$ cat config.mk
export PLATFORM = sky130hd
export DESIGN_NAME = timer_bank
export DESIGN_NICKNAME = d
export VERILOG_FILES = /design/src/rtl/timer_bank_pkg.sv /design/src/rtl/timer_channel.sv /design/src/rtl/timer_bank.sv
export SDC_FILE = /design/constraint.sdc
export NUM_CORES = 1
export LEC_CHECK = 0
export CAP_MARGIN = 30
export CORE_MARGIN = 3
export CORE_UTILIZATION = 56
export DETAILED_ROUTE_END_ITERATION = 8
export GPL_ROUTABILITY_DRIVEN = 0
export PLACE_DENSITY_LB_ADDON = 0.3
export SYNTH_ARGS = -nofsm -noshare
export SYNTH_HDL_FRONTEND = slang
export SYNTH_SLANG_ARGS = --single-unit
$ cat constraint.sdc
create_clock -name clk -period 2.5 [get_ports clk]
set_input_delay 0.25 -clock clk [delete_from_list [all_inputs] [get_ports clk]]
set_output_delay 0.25 -clock clk [all_outputs]
set_load 0.1 [all_outputs]
$ cat src/rtl/timer_bank_pkg.sv
// Shared register map and bit positions for the timer bank.
// Latency: n/a (constants and a pure helper function only).
// Backpressure: n/a.
package timer_bank_pkg;

  // Channel index is addr[7:4]; register offset is addr[3:0]
  localparam int CH_IDX_W = 4;
  localparam int OFF_W    = 4;

  // Register offsets within a channel
  localparam logic [OFF_W-1:0] OFF_CNT0 = 4'h0;  // count bytes 0..3 at 0x0..0x3
  localparam logic [OFF_W-1:0] OFF_RLD0 = 4'h4;  // reload bytes 0..3 at 0x4..0x7
  localparam logic [OFF_W-1:0] OFF_CTRL = 4'h8;
  localparam logic [OFF_W-1:0] OFF_STAT = 4'h9;

  // Control register bit positions
  localparam int CTRL_EN      = 0;
  localparam int CTRL_PER     = 1;
  localparam int CTRL_IRQ_EN  = 2;
  localparam int CTRL_RESTART = 3;  // write-only strobe, always reads 0

  // Status register bit positions
  localparam int STAT_FLAG = 0;

  // Pick byte idx out of a 32-bit word
  function automatic logic [7:0] byte_sel(input logic [31:0] v, input logic [1:0] idx);
    return v[{idx, 3'b000} +: 8];
  endfunction

endpackage

$ cat src/rtl/timer_channel.sv
// One countdown timer channel: count, reload, snapshot, control bits and flag.
// Latency: CPU writes and tick effects land on the clock edge after they are presented.
// Backpressure: none; every write strobe is accepted in the cycle it is presented.
module timer_channel
  import timer_bank_pkg::*;
#(
  parameter int WIDTH = 16
) (
  input  logic               clk,
  input  logic               reset_n,
  input  logic               tick,
  input  logic [WIDTH/8-1:0] cnt_we,
  input  logic [WIDTH/8-1:0] rld_we,
  input  logic               ctrl_we,
  input  logic               stat_we,
  input  logic               snap_ld,
  input  logic [7:0]         wdat,
  output logic [WIDTH-1:0]   count,
  output logic [WIDTH-1:0]   reload,
  output logic [WIDTH-1:0]   snapshot,
  output logic               enable,
  output logic               periodic,
  output logic               irq_en,
  output logic               flag
);

  localparam int NB = WIDTH / 8;

  logic             cnt_wr;
  logic             restart;
  logic             cpu_load;
  logic             at_end;
  logic             expire;
  logic             dec;
  logic [WIDTH-1:0] cnt_wr_val;
  logic [WIDTH-1:0] rld_wr_val;

  // A CPU load of count (byte write or restart) masks the tick entirely,
  // including the flag, so software never races a half-applied expiry.
  assign cnt_wr   = |cnt_we;
  assign restart  = ctrl_we & wdat[CTRL_RESTART];
  assign cpu_load = cnt_wr | restart;
  assign at_end   = (count <= WIDTH'(1));
  assign expire   = tick & enable & at_end & ~cpu_load;
  assign dec      = tick & enable & ~at_end & ~cpu_load;

  // Merge the written byte into the current count/reload values
  always_comb begin
    cnt_wr_val = count;
    rld_wr_val = reload;
    for (int b = 0; b < NB; b++) begin
      if (cnt_we[b]) cnt_wr_val[b*8 +: 8] = wdat;
      if (rld_we[b]) rld_wr_val[b*8 +: 8] = wdat;
    end
  end

  // Count: CPU write > restart > expiry reload/clear > decrement
  always_ff @(posedge clk or negedge reset_n) begin
    if (!reset_n) begin
      count <= '0;
    end else if (cnt_wr) begin
      count <= cnt_wr_val;
    end else if (restart) begin
      count <= reload;
    end else if (expire) begin
      count <= periodic ? reload : '0;
    end else if (dec) begin
      count <= count - 1'b1;
    end
  end

  // Reload register and read-coherent snapshot of the full count
  always_ff @(posedge clk or negedge reset_n) begin
    if (!reset_n) begin
      reload   <= '0;
      snapshot <= '0;
    end else begin
      reload <= rld_wr_val;
      if (snap_ld) snapshot <= count;
    end
  end

  // Control bits: a write wins; otherwise a one-shot expiry drops enable
  always_ff @(posedge clk or negedge reset_n) begin
    if (!reset_n) begin
      enable   <= 1'b0;
      periodic <= 1'b0;
      irq_en   <= 1'b0;
    end else if (ctrl_we) begin
      enable   <= wdat[CTRL_EN];
      periodic <= wdat[CTRL_PER];
      irq_en   <= wdat[CTRL_IRQ_EN];
    end else if (expire && !periodic) begin
      enable <= 1'b0;
    end
  end

  // Flag: set on expiry, write-1-to-clear; a same-cycle set wins
  always_ff @(posedge clk or negedge reset_n) begin
    if (!reset_n) begin
      flag <= 1'b0;
    end else if (expire) begin
      flag <= 1'b1;
    end else if (stat_we && wdat[STAT_FLAG]) begin
      flag <= 1'b0;
    end
  end

endmodule

$ cat src/rtl/timer_bank.sv
// Bank of CHANNELS countdown timers sharing one prescaler, with a byte-wide CPU port.
// Latency: dout is combinational on addr; writes apply on the next edge; tick is registered.
// Backpressure: none; CPU reads and writes always complete in a single cycle.
module timer_bank
  import timer_bank_pkg::*;
#(
  parameter int CHANNELS = 4,
  parameter int WIDTH    = 16,
  parameter int PRESCALE = 24000
) (
  input  logic       clk,
  input  logic       reset_n,
  input  logic       cs,
  input  logic       wr,
  input  logic       rd,
  input  logic [7:0] addr,
  input  logic [7:0] din,
  output logic [7:0] dout,
  output logic       tick,
  output logic       irq
);

  localparam int NB = WIDTH / 8;
  localparam int PW = (PRESCALE > 1) ? $clog2(PRESCALE) : 1;

  logic [PW-1:0]       presc;
  logic [CH_IDX_W-1:0] ch_sel;
  logic [OFF_W-1:0]    offset;
  logic                wr_en;
  logic                rd_en;

  logic [WIDTH-1:0] ch_cnt  [CHANNELS];
  logic [WIDTH-1:0] ch_rld  [CHANNELS];
  logic [WIDTH-1:0] ch_snap [CHANNELS];
  logic [CHANNELS-1:0] ch_en;
  logic [CHANNELS-1:0] ch_per;
  logic [CHANNELS-1:0] ch_irq_en;
  logic [CHANNELS-1:0] ch_flag;

  assign ch_sel = addr[7:4];
  assign offset = addr[3:0];
  assign wr_en  = cs & wr;
  assign rd_en  = cs & rd;

  // Free-running prescaler; tick is registered so it is low for the first cycle out of reset
  always_ff @(posedge clk or negedge reset_n) begin
    if (!reset_n) begin
      presc <= '0;
      tick  <= 1'b0;
    end else if (presc == PW'(PRESCALE - 1)) begin
      presc <= '0;
      tick  <= 1'b1;
    end else begin
      presc <= presc + 1'b1;
      tick  <= 1'b0;
    end
  end

  for (genvar c = 0; c < CHANNELS; c++) begin : g_ch
    logic          ch_hit;
    logic [NB-1:0] cnt_we;
    logic [NB-1:0] rld_we;

    assign ch_hit = (ch_sel == CH_IDX_W'(c));

    for (genvar b = 0; b < NB; b++) begin : g_byte
      assign cnt_we[b] = wr_en & ch_hit & (offset == OFF_CNT0 + 4'(b));
      assign rld_we[b] = wr_en & ch_hit & (offset == OFF_RLD0 + 4'(b));
    end

    timer_channel #(.WIDTH(WIDTH)) u_ch (
      .clk      (clk),
      .reset_n  (reset_n),
      .tick     (tick),
      .cnt_we   (cnt_we),
      .rld_we   (rld_we),
      .ctrl_we  (wr_en & ch_hit & (offset == OFF_CTRL)),
      .stat_we  (wr_en & ch_hit & (offset == OFF_STAT)),
      .snap_ld  (rd_en & ch_hit & (offset == OFF_CNT0)),
      .wdat     (din),
      .count    (ch_cnt[c]),
      .reload   (ch_rld[c]),
      .snapshot (ch_snap[c]),
      .enable   (ch_en[c]),
      .periodic (ch_per[c]),
      .irq_en   (ch_irq_en[c]),
      .flag     (ch_flag[c])
    );
  end

  // Interrupt level: any channel with flag and irq_en both set
  assign irq = |(ch_flag & ch_irq_en);

  logic             ch_ok;
  logic [WIDTH-1:0] sel_cnt;
  logic [WIDTH-1:0] sel_rld;
  logic [WIDTH-1:0] sel_snap;
  logic [7:0]       ctrl_byte;
  logic [7:0]       stat_byte;
  logic [31:0]      cnt32;
  logic [31:0]      rld32;
  logic [31:0]      snap32;

  // Read mux: zero-extending to 32 bits makes bytes beyond WIDTH read 0x00
  always_comb begin
    ch_ok     = 1'b0;
    sel_cnt   = '0;
    sel_rld   = '0;
    sel_snap  = '0;
    ctrl_byte = '0;
    stat_byte = '0;
    for (int c = 0; c < CHANNELS; c++) begin
      if (ch_sel == CH_IDX_W'(c)) begin
        ch_ok                  = 1'b1;
        sel_cnt                = ch_cnt[c];
        sel_rld                = ch_rld[c];
        sel_snap               = ch_snap[c];
        ctrl_byte[CTRL_EN]     = ch_en[c];
        ctrl_byte[CTRL_PER]    = ch_per[c];
        ctrl_byte[CTRL_IRQ_EN] = ch_irq_en[c];
        stat_byte[STAT_FLAG]   = ch_flag[c];
      end
    end
    cnt32  = 32'(sel_cnt);
    rld32  = 32'(sel_rld);
    snap32 = 32'(sel_snap);
    dout   = '0;
    if (ch_ok) begin
      if (offset[3:2] == OFF_CNT0[3:2]) begin
        // Byte 0 is live; upper bytes come from the snapshot taken on the byte-0 read
        dout = (offset[1:0] == 2'b00) ? cnt32[7:0] : byte_sel(snap32, offset[1:0]);
      end else if (offset[3:2] == OFF_RLD0[3:2]) begin
        dout = byte_sel(rld32, offset[1:0]);
      end else if (offset == OFF_CTRL) begin
        dout = ctrl_byte;
      end else if (offset == OFF_STAT) begin
        dout = stat_byte;
      end
    end
  end

endmodule
### Word-level counts from Yosys, hierarchy flattened

Cells that the tools add are included.

| cells by class | value |
|---|---|
| $add $sub $neg | 5 |
| multipliers | 0 |
| divide/modulo/power cells | 0 |
| order comparisons | 4 |
| equality and inequality tests | 18 |
| shifts and indexed selects | 2 |
| mux-type cells | 76 |
| bitwise operators | 75 |
| reductions and logical operators | 41 |

Operators by type and width:

| cell | number |
|---|---|
| 2-to-1 mux 16 bit | 28 |
| 2-to-1 mux 8 bit | 16 |
| <= comparator 16 x 1 -> 1 bit (second input constant) | 4 |
| variable part select 32 x 6 -> 8 bit | 2 |
| subtractor 16 x 1 -> 16 bit (second input constant) | 4 |
| AND 1 bit | 62 |
| 2-to-1 mux 1 bit | 26 |
| != test 2 bit (second input constant) | 8 |
| AND reduction 2 bit | 8 |
| nonzero test 2 bit | 8 |
| nonzero test 4 bit | 4 |
| adder 15 x 1 -> 15 bit (second input constant) | 1 |
| equality test 15 bit (second input constant) | 1 |
| 2-to-1 mux 15 bit | 1 |
| 2-to-1 mux 3 bit | 5 |
| equality test 4 x 1 -> 1 bit (second input constant) | 2 |
| equality test 4 x 2 -> 1 bit (second input constant) | 2 |
| equality test 4 x 3 -> 1 bit (second input constant) | 2 |
| equality test 4 bit (second input constant) | 2 |
| logical AND 1 bit | 8 |
| zero test 4 bit | 2 |
| NOT 1 bit | 8 |
| OR reduction 2 bit | 4 |
| AND 4 bit | 1 |
| 5 further kinds | 12 |

| storage, ports and cells | value |
|---|---|
| register bits | 224 |
| latch bits | 0 |
| RAM bits | 0 |
| memory bits (read-only) | 0 |
| output and inout port bits | 10 |
| logic and storage cells | 259 |
| memories | 0 |

### Longest topological paths before layout

| logic depth | value |
|---|---|
| depth in word-level cells | 11 |
| depth in mapped cells | 10 |

### Hierarchy

A second synthesis with hierarchy kept.

| second synthesis, totals | value |
|---|---|
| cells, all modules | 1242 |
| area, all modules | 12882.4 µm² |

Modules (own cells, without submodules):

| module | times used | cells an instance | area an instance (µm²) | seq. area each (µm²) |
|---|---|---|---|---|
| timer_channel | 4 | 240 | 2631.3 | 1301.2 |
| timer_bank | 1 | 282 | 2357.3 | 400.4 |

### Worst setup path before layout

OpenSTA, ideal clock, no wires.

| timing | value |
|---|---|
| path kind | input port to output port |
| start point | input port addr[5] |
| end point | output port dout[5] |
| data arrival time | 3.656 ns |
| data required time | 2.250 ns |
| path slack | -1.406 ns |
| stages on the path | 7 |
| cells stage by stage | clkbuf_1 > clkbuf_1 > clkbuf_1 > a211oi_1 > o221ai_1 > o21ai_0 > nor3_1 |

| between the ends | value |
|---|---|
| longest elaborated chain between the ends | 9 |

RTL lines:

| element | line | text |
|---|---|---|
| start, declared | timer_bank.sv:16 | `input logic [7:0] addr,` |
| zero test 4 bit | timer_bank.sv:113 | `if (ch_sel == CH_IDX_W'(c)) begin` |
| 2-to-1 mux 16 bit (4 in series) | timer_bank.sv:113 |  |
| variable part select 32 x 6 -> 8 bit | timer_bank_pkg.sv:27 | `return v[{idx, 3'b000} +: 8];` |
| 2-to-1 mux 8 bit (on tied branches) | timer_bank.sv:132, timer_bank.sv:131 |  |
| 2-to-1 mux 8 bit | timer_bank.sv:129 | `if (offset[3:2] == OFF_CNT0[3:2]) begin` |
| 2-to-1 mux 8 bit * | timer_bank.sv:128 | `if (ch_ok) begin` |
| end, declared | timer_bank.sv:18 | `output logic [7:0] dout,` |

Mark *: on every way between the ends. The rest lies on a longest branch, timed or not.

### Worst setup path after layout

| timing | value |
|---|---|
| start point | register g_ch[3].u_ch.irq_en |
| end point | output port dout[2] |

| between the ends | value |
|---|---|
| longest elaborated chain between the ends | 5 |

RTL lines:

| element | line | text |
|---|---|---|
| start, declared | timer_channel.sv:23 | `output logic irq_en,` |
| start signal, assigned | timer_channel.sv:92 | `irq_en <= wdat[CTRL_IRQ_EN];` |
| 2-to-1 mux 3 bit | timer_bank.sv:113 |  |
| 2-to-1 mux 3 bit | timer_bank.sv:134 | `end else if (offset == OFF_CTRL) begin` |
| 2-to-1 mux 8 bit | timer_bank.sv:132 | `end else if (offset[3:2] == OFF_RLD0[3:2]) begin` |
| 2-to-1 mux 8 bit | timer_bank.sv:129 |  |
| 2-to-1 mux 8 bit | timer_bank.sv:128 |  |

Every way passes these cells.

==> out/results.ini <==
[cells_and_area]
final_cell_count_no_fill=1714
final_common_cell=dfrtp_1
drive_gt1_share_pct=28.60
num_antenna_cells=0
syn2layout_area_growth_pct=23.62
final_cell_mix=191 x dfrtp_1, 176 x buf_4, 128 x nand2_1
num-nets-final=1461

[sta]
setup_viol=1
worst_pin_slew_ns=0.6263
max_freq_ghz=0.3997
period_share_pct=100.1
slew_viol_final=0
fin_skew_ns=0.007644
post-route-min-period_ns=2.502
rsz0062_at_grt=yes
finalHoldViolCount=0
fin_ws_ns=-0.001667
slew-limit-headroom_pct=57.92

[clock_tree]
cts_sinks=192
htreeDepth=4
clk_latency_ns=0.45
cts_made_buffers=17
clkSlewWorstSetupHoldPaths_ns=0.07
cts_root_buf=clkbuf_16
ctsLongestPathBuffers=2
cts_tree=built

[placed_design]
port_buffers=30
dp_hpwl_mm=31.15
dp_cells=1671
pre_cts_ws_ns=-0.2817

[synth]
synth_area_per_cell_sq_um=9.368
synth_top_family_by_area=compound AO/OA/AOI/OAI gates
synth_xor_area_share_pct=3.828
synth_edf_count=0
yosys_warnings=0
yosysSeqAreaShare_pct=40.38
syn-num-nets=1300
synth_compound_area_share_pct=20.62
ys.flop_type=dfrtp_1
synth_cells=1270
syn-cell-area_sq_um=11900
synth-seq-cells=192
ys_types=82
synth_async_sr_flop_share_pct=100.0
muxShareOfSynthArea_pct=11.94
synthAdderAreaFrac_pct=0.9465
synth_simple_gate_area_share_pct=18.81

[grt]
antenna_found_initial=0
overflow=0
use_met3_pct=9.726
use_met1_pct=53.31
grt_use_total_pct=37.98
gr-usage-met2_pct=53.96
first_global_vias=11300
grt_pass1_wl_mm=65.96
grt_max_degree=70
busiest_layer=met2

[power]
p_int_mw=5.102
cellPowerDensity_nw_per_um2=496.3
p_leak_nw=6.429
switching_share_pct=30.10
peakVddDrop_mv=0.4512
p_clk_share_pct=39.6
p_seq_share_pct=45.4
comb_power_share_pct=15.0
p_sw_mw=2.197

[drt]
wirelength_mm=43.35
antenna_left=0
wl_per_cell_um=25.29
viasPerCell=7.084
drtIter0Drc=2161
dr.pass1.iters=7
drc=0
num_vias=12140

[floorplan]
ioPinCount=31
rows=52
fp.dieH_um=151.8
start_util_pct=57.87
die_area_sq_um=23030
die_w_um=151.8
core_sq_um=20560

[critical_path]
worstSetupStartpointType=flop
max_stage_delay_ns=0.58
worstSetupPathType=reg2out
r2r_slack_ns=0.03
r2r_start=g_ch[3].u_ch.count[9]
worstPathRequired_ns=2.25
cp-end-kind=primary output
cp.arrival_ns=2.25
cpMaxStageDelayCell=mux4_2
r2r_cells=7
crit_fanout=3
reg2reg_to=g_ch[3].u_ch.count[12]
crit_chain=or3_1 > mux4_2 > a31oi_4 > nor3_4 > buf_12

[status]
violations=setup timing
status=complete, but fails checks

[hold_path]
hold_path.class=in2async

[flow_run]
max-cap-violations=0

==> kinds of logic (layout without fill, tap and decap cells) <==
family | after synthesis | in the layout
buffers and inverters | 96 | 270
flip-flops | 192 | 192
XOR/XNOR | 52 | 52
multiplexers | 122 | 122
AND/OR/NAND/NOR | 447 | 447
AO/OA/AOI/OAI | 352 | 352
adder cells (fa/ha/maj) | 9 | 9
==> area by class of cell <==
type / instances / area, sq um
multi-input cells: 982 / 6893
fillers: 1525 / 5852
flip-flops and latches: 192 / 4806
repair buffers: 222 / 1993
clock buffers: 18 / 439.2
well taps: 270 / 337.8
clock inverters: 14 / 178.9
inverters: 16 / 60.06
==> power groups by stage <==
stage | combinational, mW | clock, mW | sequential [mW]
2_1_floorplan | 0.596 | 0 | 3.31
3_3_place_gp | 1.01 | 0 | 3.36
3_5_place_dp | 1.02 | 0 | 3.36
4_1_cts | 1.04 | 2.90 | 3.30
5_1_grt | 1.15 | 3.01 | 3.32
6_report | 1.09 | 2.89 | 3.31
==> Yosys cell counts, drive strengths merged (22+ instances only) <==
cell | instances | share of area, %
nand2 | 130 | 4.1
nor2 | 121 | 3.9
clkbuf | 57 | 1.8
o21ai | 87 | 3.7
a31oi | 22 | 1.2
xor2 | 29 | 2.1
mux2 | 109 | 10
nor3 | 53 | 2.6
buf | 23 | 1.2
nand3 | 29 | 1.2
dfrtp | 192 | 40
o22ai | 29 | 1.5
a211oi | 22 | 1.4
o221ai | 24 | 1.8
a21oi | 44 | 1.9
xnor2 | 23 | 1.7
==> stage by stage <==
step / hold WS (ns) / power [mW] / util, % / cell area (sq um) / TNS, ns
3_3_place_gp: 0.2554 / 4.364 / 67.33 / 13840 / -6.055
3_5_place_dp: 0.2511 / 4.387 / 67.33 / 13840 / -10.20
5_1_grt: 0.3688 / 7.485 / 71.54 / 14710 / -0.08967
6_report: 0.3139 / 7.299 / 71.54 / 14710 / -0.001667
4_1_cts: 0.3484 / 7.244 / 70.87 / 14570 / 0
2_1_floorplan: -0.04559 / 3.907 / - / 11990 / -0.01160
==> per-layer routing <==
layer | vias to the layer above | wire length [um] | part of all wire (%)
met1 | 5788 | 16460 | 38
li1 | 5085 | - | -
met5 | - | 0 | 0
met4 | 0 | 2890 | 6.7
met3 | 247 | 5900 | 14
met2 | 1022 | 18100 | 42
==> state kept, by name, indices dropped and copies added, names as in the netlist <==
name / flops
g_ch.u_ch.count: 64
g_ch.u_ch.reload: 64
g_ch.u_ch.snapshot: 32
presc: 15
g_ch.u_ch.enable: 4
g_ch.u_ch.flag: 4
g_ch.u_ch.irq_en: 4
g_ch.u_ch.periodic: 4
tick: 1
==> worst max-delay path by stage <==
stage	from	endpoint	slack, ns	cells after the start
final	g_ch[3].u_ch.irq_en	dout[2]	-0.002	5
after detailed placement	addr[0]	g_ch[3].u_ch.count[15]	-0.28	11
after floorplan	addr[7]	dout[5]	-0.01	8
after global routing	g_ch[3].u_ch.irq_en	dout[2]	-0.04	5
after CTS	g_ch[3].u_ch.irq_en	dout[2]	0.005	5
after global placement	addr[0]	g_ch[3].u_ch.count[15]	-0.18	11
==> critical path: cells and delay by family (launching register included) <==
family | cells | cell delay, ns
and+or+nand+nor | 2 | 0.42
DFF | 1 | 0.39
muxes | 1 | 0.58
buffers and inverters | 1 | 0.18
AOI/OAI and AO/OA | 1 | 0.22
==> repair_timing <==
action	4_1_cts	5_1_grt
hold buffers	1	0
endpoints found under the hold margin	55	0
gates resized for setup	19	20
endpoints found under the setup margin	10	28
buffers inserted	3	6
gates cloned	1	0
pin swaps	7	18
No activity file was read; power rests on OpenSTA's default activity.
